==> config.mk <==
export PLATFORM = sky130hd
export DESIGN_NAME = slice_scheduler
export DESIGN_NICKNAME = d
export VERILOG_FILES = /design/src/rtl/slice_scheduler.sv
export SDC_FILE = /design/constraint.sdc
export NUM_CORES = 1
export LEC_CHECK = 0
export BUFFER_PORTS_ARGS = -buffer_cell sky130_fd_sc_hd__buf_4
export CAP_MARGIN = 30
export CORE_ASPECT_RATIO = 1.75
export CORE_UTILIZATION = 30
export DETAILED_ROUTE_END_ITERATION = 6
export GPL_TIMING_DRIVEN = 0
export RECOVER_POWER = 50
export SLEW_MARGIN = 20
export SYNTH_ARGS = -nofsm -noshare
export SYNTH_HDL_FRONTEND = slang
export SYNTH_SLANG_ARGS = --single-unit
==> constraint.sdc <==
create_clock -name clk -period 4.4 [get_ports clk]
set_input_delay 0.44 -clock clk [delete_from_list [all_inputs] [get_ports clk]]
set_output_delay 0.44 -clock clk [all_outputs]
set_load 0.02 [all_outputs]
==> src/rtl/slice_scheduler.sv <==
// Angular slice scheduler: measures the rotor period between hall syncs and
// splits each revolution into NB_SLICES equal slices, handshaking each to the driver.
module slice_scheduler #(
  parameter int NB_SLICES    = 128,
  parameter int PERIOD_WIDTH = 24,
  parameter int MIN_PERIOD   = 1024
) (
  input  logic                         clk,
  input  logic                         rst,
  input  logic                         clk_enable,
  input  logic                         position_sync,
  input  logic                         driver_ready,
  output logic                         slice_start,
  output logic [$clog2(NB_SLICES)-1:0] slice_index,
  output logic [PERIOD_WIDTH-1:0]      rotation_period,
  output logic                         period_valid,
  output logic                         overrun,
  output logic                         stalled
);

  localparam int IDX_W = $clog2(NB_SLICES);
  localparam logic [PERIOD_WIDTH-1:0] CNT_MAX = '1;

  typedef enum logic [1:0] {IDLE, MEASURE, RUN, STALL} state_t;

  state_t                  state_q, state_d;
  logic [PERIOD_WIDTH-1:0] cnt_q, cnt_d, cnt_inc;
  logic [PERIOD_WIDTH-1:0] timer_q, timer_d;
  logic [PERIOD_WIDTH-1:0] period_q, period_d;
  logic [IDX_W-1:0]        idx_q, idx_d;
  logic                    pending_q, pending_d;
  logic                    start_q, overrun_q;
  logic                    request, drop, issue, sync_ok;

  assign cnt_inc = (cnt_q == CNT_MAX) ? CNT_MAX : cnt_q + 1'b1;
  // Glitch reject: the period including this cycle must reach MIN_PERIOD.
  assign sync_ok = position_sync && (cnt_inc >= PERIOD_WIDTH'(MIN_PERIOD));

  always_comb begin
    // NOTE: every signal gets a default first so no path leaves it unassigned (no latches).
    state_d  = state_q;
    cnt_d    = cnt_q;
    timer_d  = timer_q;
    period_d = period_q;
    idx_d    = idx_q;
    request  = 1'b0;
    drop     = 1'b0;
    if (clk_enable) begin
      unique case (state_q)
        IDLE, STALL: begin
          if (position_sync) begin
            state_d = MEASURE;
            cnt_d   = '0;
          end
        end
        MEASURE, RUN: begin
          cnt_d = cnt_inc;
          if (sync_ok) begin
            // A sync always wins over a coincident slice timer expiry.
            state_d  = RUN;
            period_d = cnt_inc;
            cnt_d    = '0;
            idx_d    = '0;
            timer_d  = cnt_inc >> IDX_W;
            request  = 1'b1;
          end else if (cnt_inc == CNT_MAX) begin
            state_d = STALL;
            drop    = 1'b1;
          end else if (state_q == RUN) begin
            if (timer_q == PERIOD_WIDTH'(1)) begin
              timer_d = period_q >> IDX_W;
              if (idx_q != IDX_W'(NB_SLICES - 1)) begin
                idx_d   = idx_q + 1'b1;
                request = 1'b1;
              end
            end else begin
              timer_d = timer_q - 1'b1;
            end
          end
        end
        default: state_d = IDLE;
      endcase
    end
  end

  // The handshake runs on every clk, independent of clk_enable.
  assign issue = pending_q && driver_ready && !drop;

  always_comb begin
    pending_d = pending_q;
    if (drop)         pending_d = 1'b0;
    else if (request) pending_d = 1'b1;
    else if (issue)   pending_d = 1'b0;
  end

  always_ff @(posedge clk) begin
    // NOTE: sequential state uses non-blocking assignments so all registers update together.
    if (rst) begin
      state_q   <= IDLE;
      cnt_q     <= '0;
      timer_q   <= '0;
      period_q  <= '0;
      idx_q     <= '0;
      pending_q <= 1'b0;
      start_q   <= 1'b0;
      overrun_q <= 1'b0;
    end else begin
      state_q   <= state_d;
      cnt_q     <= cnt_d;
      timer_q   <= timer_d;
      period_q  <= period_d;
      idx_q     <= idx_d;
      pending_q <= pending_d;
      start_q   <= issue;
      // A request landing on an unissued one loses a slice boundary.
      overrun_q <= overrun_q | (request && pending_q && !driver_ready);
    end
  end

  assign slice_start     = start_q;
  assign slice_index     = idx_q;
  assign rotation_period = period_q;
  assign period_valid    = (state_q == RUN);
  assign stalled         = (state_q == STALL);
  assign overrun         = overrun_q;

endmodule
==> results of run 1 <==
==> critical path, stage by stage, from the launching register on <==
cell      delay (ps)
dfxtp_1          530
ha_1             210
buf_4            150
nand4_1          300
nor4_2           390
mux2i_1          490
nor4b_1          300
and4b_4          310
a21o_1           180
clkbuf_1         540
o21ai_0          210
a21oi_1          170
==> cell type report <==
| class | instances | area, µm² | area share |
|---|---|---|---|
| clock inverters | 5 | 53.80 | 0.009287 |
| inverters | 14 | 52.55 | 0.009071 |
| plain buffers | 49 | 257.7 | 0.04449 |
| multi-input cells | 501 | 3084 | 0.5324 |
| flip-flops and latches | 84 | 1682 | 0.2903 |
| clock buffers | 10 | 229.0 | 0.03952 |
| well taps | 224 | 280.3 | 0.04838 |
| repair buffers | 38 | 153.9 | 0.02657 |
==> logic make-up (layout without fill, tap and decap cells) <==
group / after synthesis / in the layout / synth area share
buffers and inverters: 63 / 116 / 0.06112
AND/OR/NAND/NOR: 314 / 314 / 0.3301
multiplexers: 4 / 4 / 0.008100
XOR/XNOR: 34 / 34 / 0.05842
flip-flops: 84 / 84 / 0.3299
adder cells (fa/ha/maj): 6 / 6 / 0.01473
AO/OA/AOI/OAI: 143 / 143 / 0.1976
==> cells in the mapped netlist (all sizes together) (3+ instances only) <==
library cell,n
a211o,3
a211oi,26
a21boi,4
a21o,3
a21oi,27
a22oi,14
a311oi,7
a31oi,9
and3,8
and3b,3
and4,7
buf,29
clkbuf,20
dfxtp,84
ha,6
inv,14
mux2i,3
nand2,50
nand2b,5
nand3,24
nand4,19
nor2,113
nor2b,8
nor3,40
nor4,12
nor4b,3
o21ai,24
o21bai,3
o22ai,5
or3,8
or4,3
xnor2,12
xor2,22
==> power by group <==
group | internal [mW] | leakage (nW) | switching [mW]
Sequential | 0.762 | 0.677 | 0.00177
Clock | 0.435 | 0.142 | 0.323
Combinational | 0.0161 | 1.45 | 0.0506
Total | 1.21 | 2.27 | 0.376
==> state kept, by name, indices dropped and copies added, names as in the netlist <==
name	count
cnt_q	24
rotation_period	24
timer_q	24
slice_index	7
state_q	2
overrun	1
pending_q	1
slice_start	1
==> metal layers <==
layer	vias to the layer above	GRT usage	wire [µm]
met5	-	0	0
met4	0	0.1335	1002
met3	54	0.02935	619
met2	131	0.3573	8866
met1	2321	0.2011	6051
li1	2439	-	-
==> worst max-delay path by stage <==
stage               slack, ps      from  cells past startpoint             endpoint
finish                    540  cnt_q[1]                     11             cnt_q[1]
global route              270  cnt_q[1]                     12       slice_index[5]
CTS                       630  cnt_q[1]                     12  rotation_period[19]
detailed placement        670  cnt_q[1]                     12  rotation_period[19]
global placement          660  cnt_q[1]                     11             cnt_q[3]
floorplan                1490  cnt_q[1]                     12       slice_index[4]
==> stage by stage <==
stage / utilization / std cells / power, mW / area [µm²] / hold slack [ps]
floorplan: - / 648 / 0.8209 / 5097 / 410.1
global placement: 0.3427 / 910 / 0.8476 / 5663 / 420.7
detailed placement: 0.3427 / 910 / 0.8470 / 5663 / 419.8
CTS: 0.3598 / 925 / 1.598 / 5946 / 314.3
global route: 0.3506 / 925 / 1.631 / 5793 / 318.3
finish: 0.3506 / 925 / 1.589 / 5793 / 316.9
==> flow_summary.json, run 1 <==
{
  "ys.warnings.count": 0,
  "final_cell_mix": "nor2_1, dfxtp_1, clkbuf_1, nand2_1, nor3_1",
  "min_period_ps": 3862,
  "gr-total-overflow": 0,
  "hp-class": "in2reg",
  "cts.sinks": 84,
  "clk_latency_ps": 350,
  "critical_path_arrival_ps": 4130,
  "antenna_found_initial": 0,
  "drtIter0Drc": 284,
  "wire_per_inst_um": 17.88,
  "drive_above_1_share": 0.1084,
  "worstHoldPathCells": 3,
  "portBuffers": 38,
  "nets": 708,
  "rows": 62,
  "netlist_top_cells_area": "dfxtp_1, nor2_1, xor2_1",
  "n_antenna_cell": 0,
  "power_density_nw_per_um2": 274.3,
  "max_slew_margin": 0.4787,
  "hold_violations": 0,
  "cp-end-kind": "register",
  "wirelength_um": 16540,
  "r2r_slack_ps": 540,
  "initial_core_util": 0.3085,
  "mostFrequentLayoutCell": "nor2_1",
  "postRouteAntennaNets": 0,
  "clk_pin_slew_ps": 60,
  "synth-edff-count": 0,
  "cellLeakagePower_nw": 2.270,
  "post_cts_buffers": 0,
  "syn_inst": 648,
  "ys.flop_type": "dfxtp_1",
  "syn_avg_cell_area_um2": 7.866,
  "post-route-period-util": 0.8777,
  "grt_pass1_vias": 4781,
  "drc": 0,
  "design.die.area_um2": 17540,
  "slew_violations": 0,
  "synthArstFlopShare": 0,
  "yosys.area.top_type": "dfxtp_1",
  "core_um2": 16520,
  "seq_area_frac_synth": 0.3299,
  "worstSetupStartpointType": "register",
  "cts_hold_buf": 0,
  "fill_cells": 1796,
  "rr_startpoint": "cnt_q[1]",
  "place_congestion": 0.9310,
  "synth.top_cell.area_share": 0.3299,
  "numCtsBuffers": 9,
  "cts_tree": "yes",
  "grt_max_degree": 14,
  "worstPathMaxFanout": 10,
  "ys_types": 78,
  "rr_worst_depth": 11,
  "r2r-end": "cnt_q[1]",
  "die_x_um": 100.5,
  "pin_count": 40,
  "synth_area_um2": 5097,
  "tns_ps": 0,
  "worst_pin_slew_ps": 782.0,
  "max_freq_ghz": 0.2589,
  "die_h_um": 174.4,
  "hpwl_um": 12870,
  "vias": 4945,
  "status": "completed",
  "whs_endpoint": "slice_start",
  "vias_per_cell": 5.346,
  "required_ps": 4670,
  "crit_type": "reg2reg",
  "htree_levels": 3,
  "post-place-ws_ps": 667.1,
  "root_buffer": "clkbuf_16",
  "ir_drop_mv": 0.1434,
  "drtPass1Iterations": 5,
  "syn_to_final_growth_pct": 13.65,
  "min_from": "driver_ready",
  "finalSetupViolCount": 0,
  "synth-seq-cells": 84,
  "finClkSkew_ps": 13.78,
  "synth_fp_nets": 659,
  "grt_usage": 0.1961,
  "clock_path_buffers": 2,
  "max-cap-violations": 0,
  "grt_pass1_wl_um": 26050,
  "cts_resized": 0,
  "setup_ws_ps": 538.2,
  "rsz0062_at_grt": "false"
}
No activity file was read; power rests on OpenSTA's default activity.
==> run 2, diff against run 1 <==
==> constraint.sdc (replaced) <==
create_clock -name clk -period 4.4 [get_ports clk]
set_input_delay 0.44 -clock clk [delete_from_list [all_inputs] [get_ports clk]]
set_output_delay 0.44 -clock clk [all_outputs]
set_load 0.005 [all_outputs]
==> run 2 against run 1 <==
Core utilization is 0.80 points higher; first-iteration DRC count increased by 9.9%; worst hold slack improved by 2.8 ps; register-to-register slack barely moved; critical path type unchanged; largest power group unchanged.
==> flow_summary.json, run 2 (synthesis results as in run 1) <==
{
  "mostFrequentLayoutCell": "nor2_1",
  "worstHoldPathCells": 3,
  "post_cts_buffers": 0,
  "finalInstanceArea_um2": 5924,
  "rows": 62,
  "min_from": "driver_ready",
  "numCtsBuffers": 9,
  "gr-total-overflow": 0,
  "cts.sinks": 84,
  "max-cap-violations": 0,
  "worstPathMaxFanout": 10,
  "grt_max_degree": 14,
  "nets": 708,
  "hold_violations": 0,
  "max_slew_margin": 0.4687,
  "drive_above_1_share": 0.1583,
  "worstSetupStartpointType": "register",
  "grt_pass1_wl_um": 26050,
  "final_cell_mix": "nor2_1, dfxtp_1, nand2_1, nor3_1, clkbuf_4",
  "finalSetupViolCount": 0,
  "htree_levels": 3,
  "crit_type": "reg2reg",
  "root_buffer": "clkbuf_16",
  "vias": 4927,
  "hp-class": "in2reg",
  "max_freq_ghz": 0.2597,
  "drtPass1Iterations": 5,
  "worst_pin_slew_ps": 797.0,
  "wire_per_inst_um": 17.88,
  "portBuffers": 38,
  "finish.utilization": 0.3585,
  "syn_to_final_growth_pct": 16.22,
  "vias_per_cell": 5.326,
  "core_um2": 16520,
  "finClkSkew_ps": 13.60,
  "r2r_slack_ps": 550,
  "cp-end-kind": "register",
  "n_antenna_cell": 0,
  "antenna_found_initial": 0,
  "status": "completed",
  "tns_ps": 0,
  "die_x_um": 100.5,
  "p_comb_frac": 0.042,
  "required_ps": 4680,
  "clk_latency_ps": 350,
  "power_density_nw_per_um2": 267.6,
  "p_int_mw": 1.213,
  "cts_hold_buf": 0,
  "setup_ws_ps": 549.9,
  "netSwitchingFraction": 0.2347,
  "wirelength_um": 16540,
  "rr_startpoint": "cnt_q[1]",
  "cts_resized": 0,
  "dp_cells": 910,
  "whs_endpoint": "slice_start",
  "grt_pass1_vias": 4781,
  "slew_violations": 0,
  "post-place-ws_ps": 667.1,
  "postRouteAntennaNets": 0,
  "r2r-end": "slice_index[5]",
  "drtIter0Drc": 312,
  "pin_count": 40,
  "clock_path_buffers": 2,
  "seqPwrFrac": 0.482,
  "hpwl_um": 12870,
  "placed_area_um2": 5663,
  "cts_tree": "yes",
  "rsz0062_at_grt": "false",
  "clk_pin_slew_ps": 60,
  "drc": 0,
  "fill_cells": 1779,
  "cellLeakagePower_nw": 2.400,
  "p_sw_mw": 0.3722,
  "grt_usage": 0.1961,
  "place_congestion": 0.9310,
  "critical_path_arrival_ps": 4130,
  "p_clk_frac": 0.476,
  "rr_worst_depth": 12,
  "post-route-period-util": 0.8750,
  "die_h_um": 174.4,
  "design.die.area_um2": 17540,
  "ir_drop_mv": 0.1437,
  "stdcell_count": 925,
  "initial_core_util": 0.3085,
  "min_period_ps": 3850
}
==> run 2: cell types whose count changed in the layout (fill, tap and decap cells not counted) <==
cell	before	now
clkbuf_4	0	35
clkbuf_1	55	20
==> run 2: power groups by stage <==
stage | Sequential [mW] | Clock [mW] | Combinational (mW)
after detailed placement | 0.781 | 0 | 0.0662
after global placement | 0.781 | 0 | 0.0668
after global routing | 0.764 | 0.796 | 0.0716
after CTS | 0.764 | 0.768 | 0.0665
after floorplan | 0.780 | 0 | 0.0405
final | 0.764 | 0.755 | 0.0673
==> run 2: area by class of cell <==
cell class                 count  area (µm²)  share of cell area
multi-input combinational    501        3084              0.5206
clock inverter                 5       53.80            0.009081
timing repair buffer          38       285.3             0.04815
clock buffer                  10       229.0             0.03865
buffer                        49       257.7             0.04351
tap                          224       280.3             0.04731
sequential                    84        1682              0.2838
inverter                      14       52.55            0.008870
==> run 2: worst max-delay path: stages, from the launching register on <==
cell	delay [ps]
dfxtp_1	510
ha_1	210
buf_4	150
nand4_1	290
nor4_4	500
nand3_1	280
nand3_1	290
nor3_1	130
a21oi_1	390
buf_2	350
nor2_1	160
or3_1	370
a21oi_1	140
==> run 2: layer usage <==
layer | track usage | part of all wire | up-vias
met1 | 0.2011 | 0.37 | 2310
met3 | 0.02935 | 0.034 | 58
li1 | - | - | 2436
met2 | 0.3573 | 0.53 | 123
met5 | 0 | 0 | -
met4 | 0.1335 | 0.063 | 0
==> run 2: how the worst max path moves through the flow <==
stage,startpoint,endpoint,slack (ps),depth (start not counted)
6_report,cnt_q[1],slice_index[5],550,12
5_1_grt,cnt_q[1],slice_index[5],270,12
4_1_cts,cnt_q[1],rotation_period[19],630,12
3_5_place_dp,cnt_q[1],rotation_period[19],670,12
3_3_place_gp,cnt_q[1],cnt_q[3],660,11
2_1_floorplan,cnt_q[1],slice_index[4],1490,12
==> run 2: stage by stage <==
step,total power [mW],hold slack (ps)
2_1_floorplan,0.8209,410.1
5_1_grt,1.631,318.3
6_report,1.585,319.7
3_3_place_gp,0.8476,420.7
3_5_place_dp,0.8470,419.8
4_1_cts,1.598,314.3
==> run 3, diff against run 2 <==
==> constraint.sdc (replaced) <==
create_clock -name clk -period 3.1 [get_ports clk]
set_input_delay 0.31 -clock clk [delete_from_list [all_inputs] [get_ports clk]]
set_output_delay 0.31 -clock clk [all_outputs]
set_load 0.005 [all_outputs]
==> run 3 against run 2 <==
Cell count rose by 1.9%; via count rose by 2.6%; clock power rose by 42%; non-clock buffer count rose by 18; flip-flop and latch count did not move; clock-buffer cell count did not move; die area did not move; maximum frequency rose by 27%; sequential share of layout area fell by 2.1 points; critical path type unchanged.
==> flow_summary.json, run 3 (synthesis results as in run 1) <==
{
  "rsz0062_at_grt": "true",
  "core_um2": 16520,
  "drc": 0,
  "cp-end-kind": "register",
  "min_period_ps": 3033,
  "rr_worst_depth": 12,
  "grt_max_degree": 14,
  "cellLeakagePower_nw": 2.646,
  "postRouteAntennaNets": 0,
  "vias_per_cell": 5.361,
  "status": "completed",
  "placed_area_um2": 5663,
  "grt_usage": 0.1980,
  "wl_met2_um": 9130,
  "worstSetupStartpointType": "register",
  "multiInputGateArea_um2": 3374,
  "max-cap-violations": 0,
  "slew_violations": 0,
  "worstPathMaxFanout": 9,
  "power_density_nw_per_um2": 351.0,
  "place_congestion": 0.9310,
  "die_x_um": 100.5,
  "hold_violations": 0,
  "max_slew_margin": 0.3049,
  "wirelength_um": 17090,
  "wl_met1_um": 6263,
  "htree_levels": 3,
  "whs_endpoint": "slice_start",
  "worstHoldPathCells": 3,
  "finalInstanceArea_um2": 6426,
  "mostFrequentLayoutCell": "nor2_1",
  "drtPass1Iterations": 5,
  "cts.sinks": 84,
  "root_buffer": "clkbuf_16",
  "final_cell_mix": "nor2_1, dfxtp_1, nand2_1, nor3_1, clkbuf_4",
  "fill_cells": 1730,
  "drtIter0Drc": 254,
  "rows": 62,
  "pin_count": 40,
  "crit_type": "reg2reg",
  "drive_above_1_share": 0.2350,
  "hpwl_um": 12870,
  "r2r-end": "timer_q[17]",
  "design.die.area_um2": 17540,
  "initial_core_util": 0.3085,
  "portBuffers": 38,
  "antenna_found_initial": 0,
  "wire_per_inst_um": 18.13,
  "syn_to_final_growth_pct": 26.07,
  "grt_pass1_wl_um": 26280,
  "rr_startpoint": "cnt_q[1]",
  "cts_tree": "yes",
  "clock_path_buffers": 2,
  "ir_drop_mv": 0.2042,
  "grt_pass1_vias": 4837,
  "gr-total-overflow": 0,
  "finClkSkew_ps": 12.21,
  "nets": 726,
  "die_h_um": 174.4,
  "wl_met3_um": 563,
  "worst_pin_slew_ps": 1032,
  "hp-class": "in2reg",
  "critical_path_arrival_ps": 3270,
  "vias": 5055,
  "dr.max_layer_used": "met4",
  "cts_hold_buf": 0,
  "r2r_slack_ps": 70,
  "power_mw": 2.255,
  "n_antenna_cell": 0,
  "max_freq_ghz": 0.3297,
  "required_ps": 3340,
  "clk_latency_ps": 340,
  "clk_pin_slew_ps": 70,
  "regArea_um2": 1690,
  "min_from": "driver_ready",
  "numCtsBuffers": 9,
  "finalSetupViolCount": 0,
  "post-route-period-util": 0.9785
}
==> run 3: stage by stage <==
| step | setup slack (ps) | util | setup TNS [ps] | std cells | hold WS [ps] |
|---|---|---|---|---|---|
| 2_1_floorplan | 186.3 | - | 0 | 648 | 410.1 |
| 3_3_place_gp | -641.7 | 0.3427 | -33830 | 910 | 420.7 |
| 3_5_place_dp | -632.9 | 0.3427 | -33670 | 910 | 419.8 |
| 4_1_cts | 1.102 | 0.3693 | 0 | 933 | 184.3 |
| 5_1_grt | -35.95 | 0.3889 | -148.7 | 943 | 187.5 |
| 6_report | 66.66 | 0.3889 | 0 | 943 | 190.4 |
==> run 3: critical path, cell delays in order (launching register included) <==
cell,delay [ps]
dfxtp_4,390
ha_4,140
buf_6,110
nand4_4,170
nor4_4,420
xor2_1,250
nand4_1,260
nor4_4,280
o21ai_4,120
and4_4,220
buf_6,130
and3_1,170
a221o_1,250
==> run 3: worst max path at each step <==
stage	startpoint	cells after the start	endpoint
6_report	cnt_q[1]	12	timer_q[17]
2_1_floorplan	cnt_q[1]	12	slice_index[4]
3_5_place_dp	cnt_q[1]	12	rotation_period[19]
3_3_place_gp	cnt_q[1]	11	cnt_q[3]
5_1_grt	cnt_q[1]	14	timer_q[17]
4_1_cts	cnt_q[1]	13	timer_q[17]
==> run 3: layer usage <==
layer / vias to the layer above / global-route usage
met1: 2391 / 0.2004
met4: 0 / 0.1522
met5: - / 0
li1: 2475 / -
met2: 126 / 0.3539
met3: 63 / 0.03177
==> run 3: final cells by class <==
cell class,count,share of cell area
inverter,14,0.008178
buffer,48,0.04829
clock buffer,10,0.03563
clock inverter,5,0.008372
timing repair buffer,57,0.06776
sequential,84,0.2630
tap,224,0.04361
multi-input combinational,501,0.5251
==> run 3: power breakdown <==
part / internal (mW) / switching [mW] / leakage, nW
clock: 0.618 / 0.451 / 0.142
sequential: 1.08 / 0.00327 / 0.679
combinational: 0.0278 / 0.0750 / 1.83
total: 1.73 / 0.529 / 2.65
==> run 3: repair_timing <==
action,CTS,global route
pin swaps,6,16
setup buffers,8,11
gates resized for setup,23,60
setup endpoints to repair,81,72
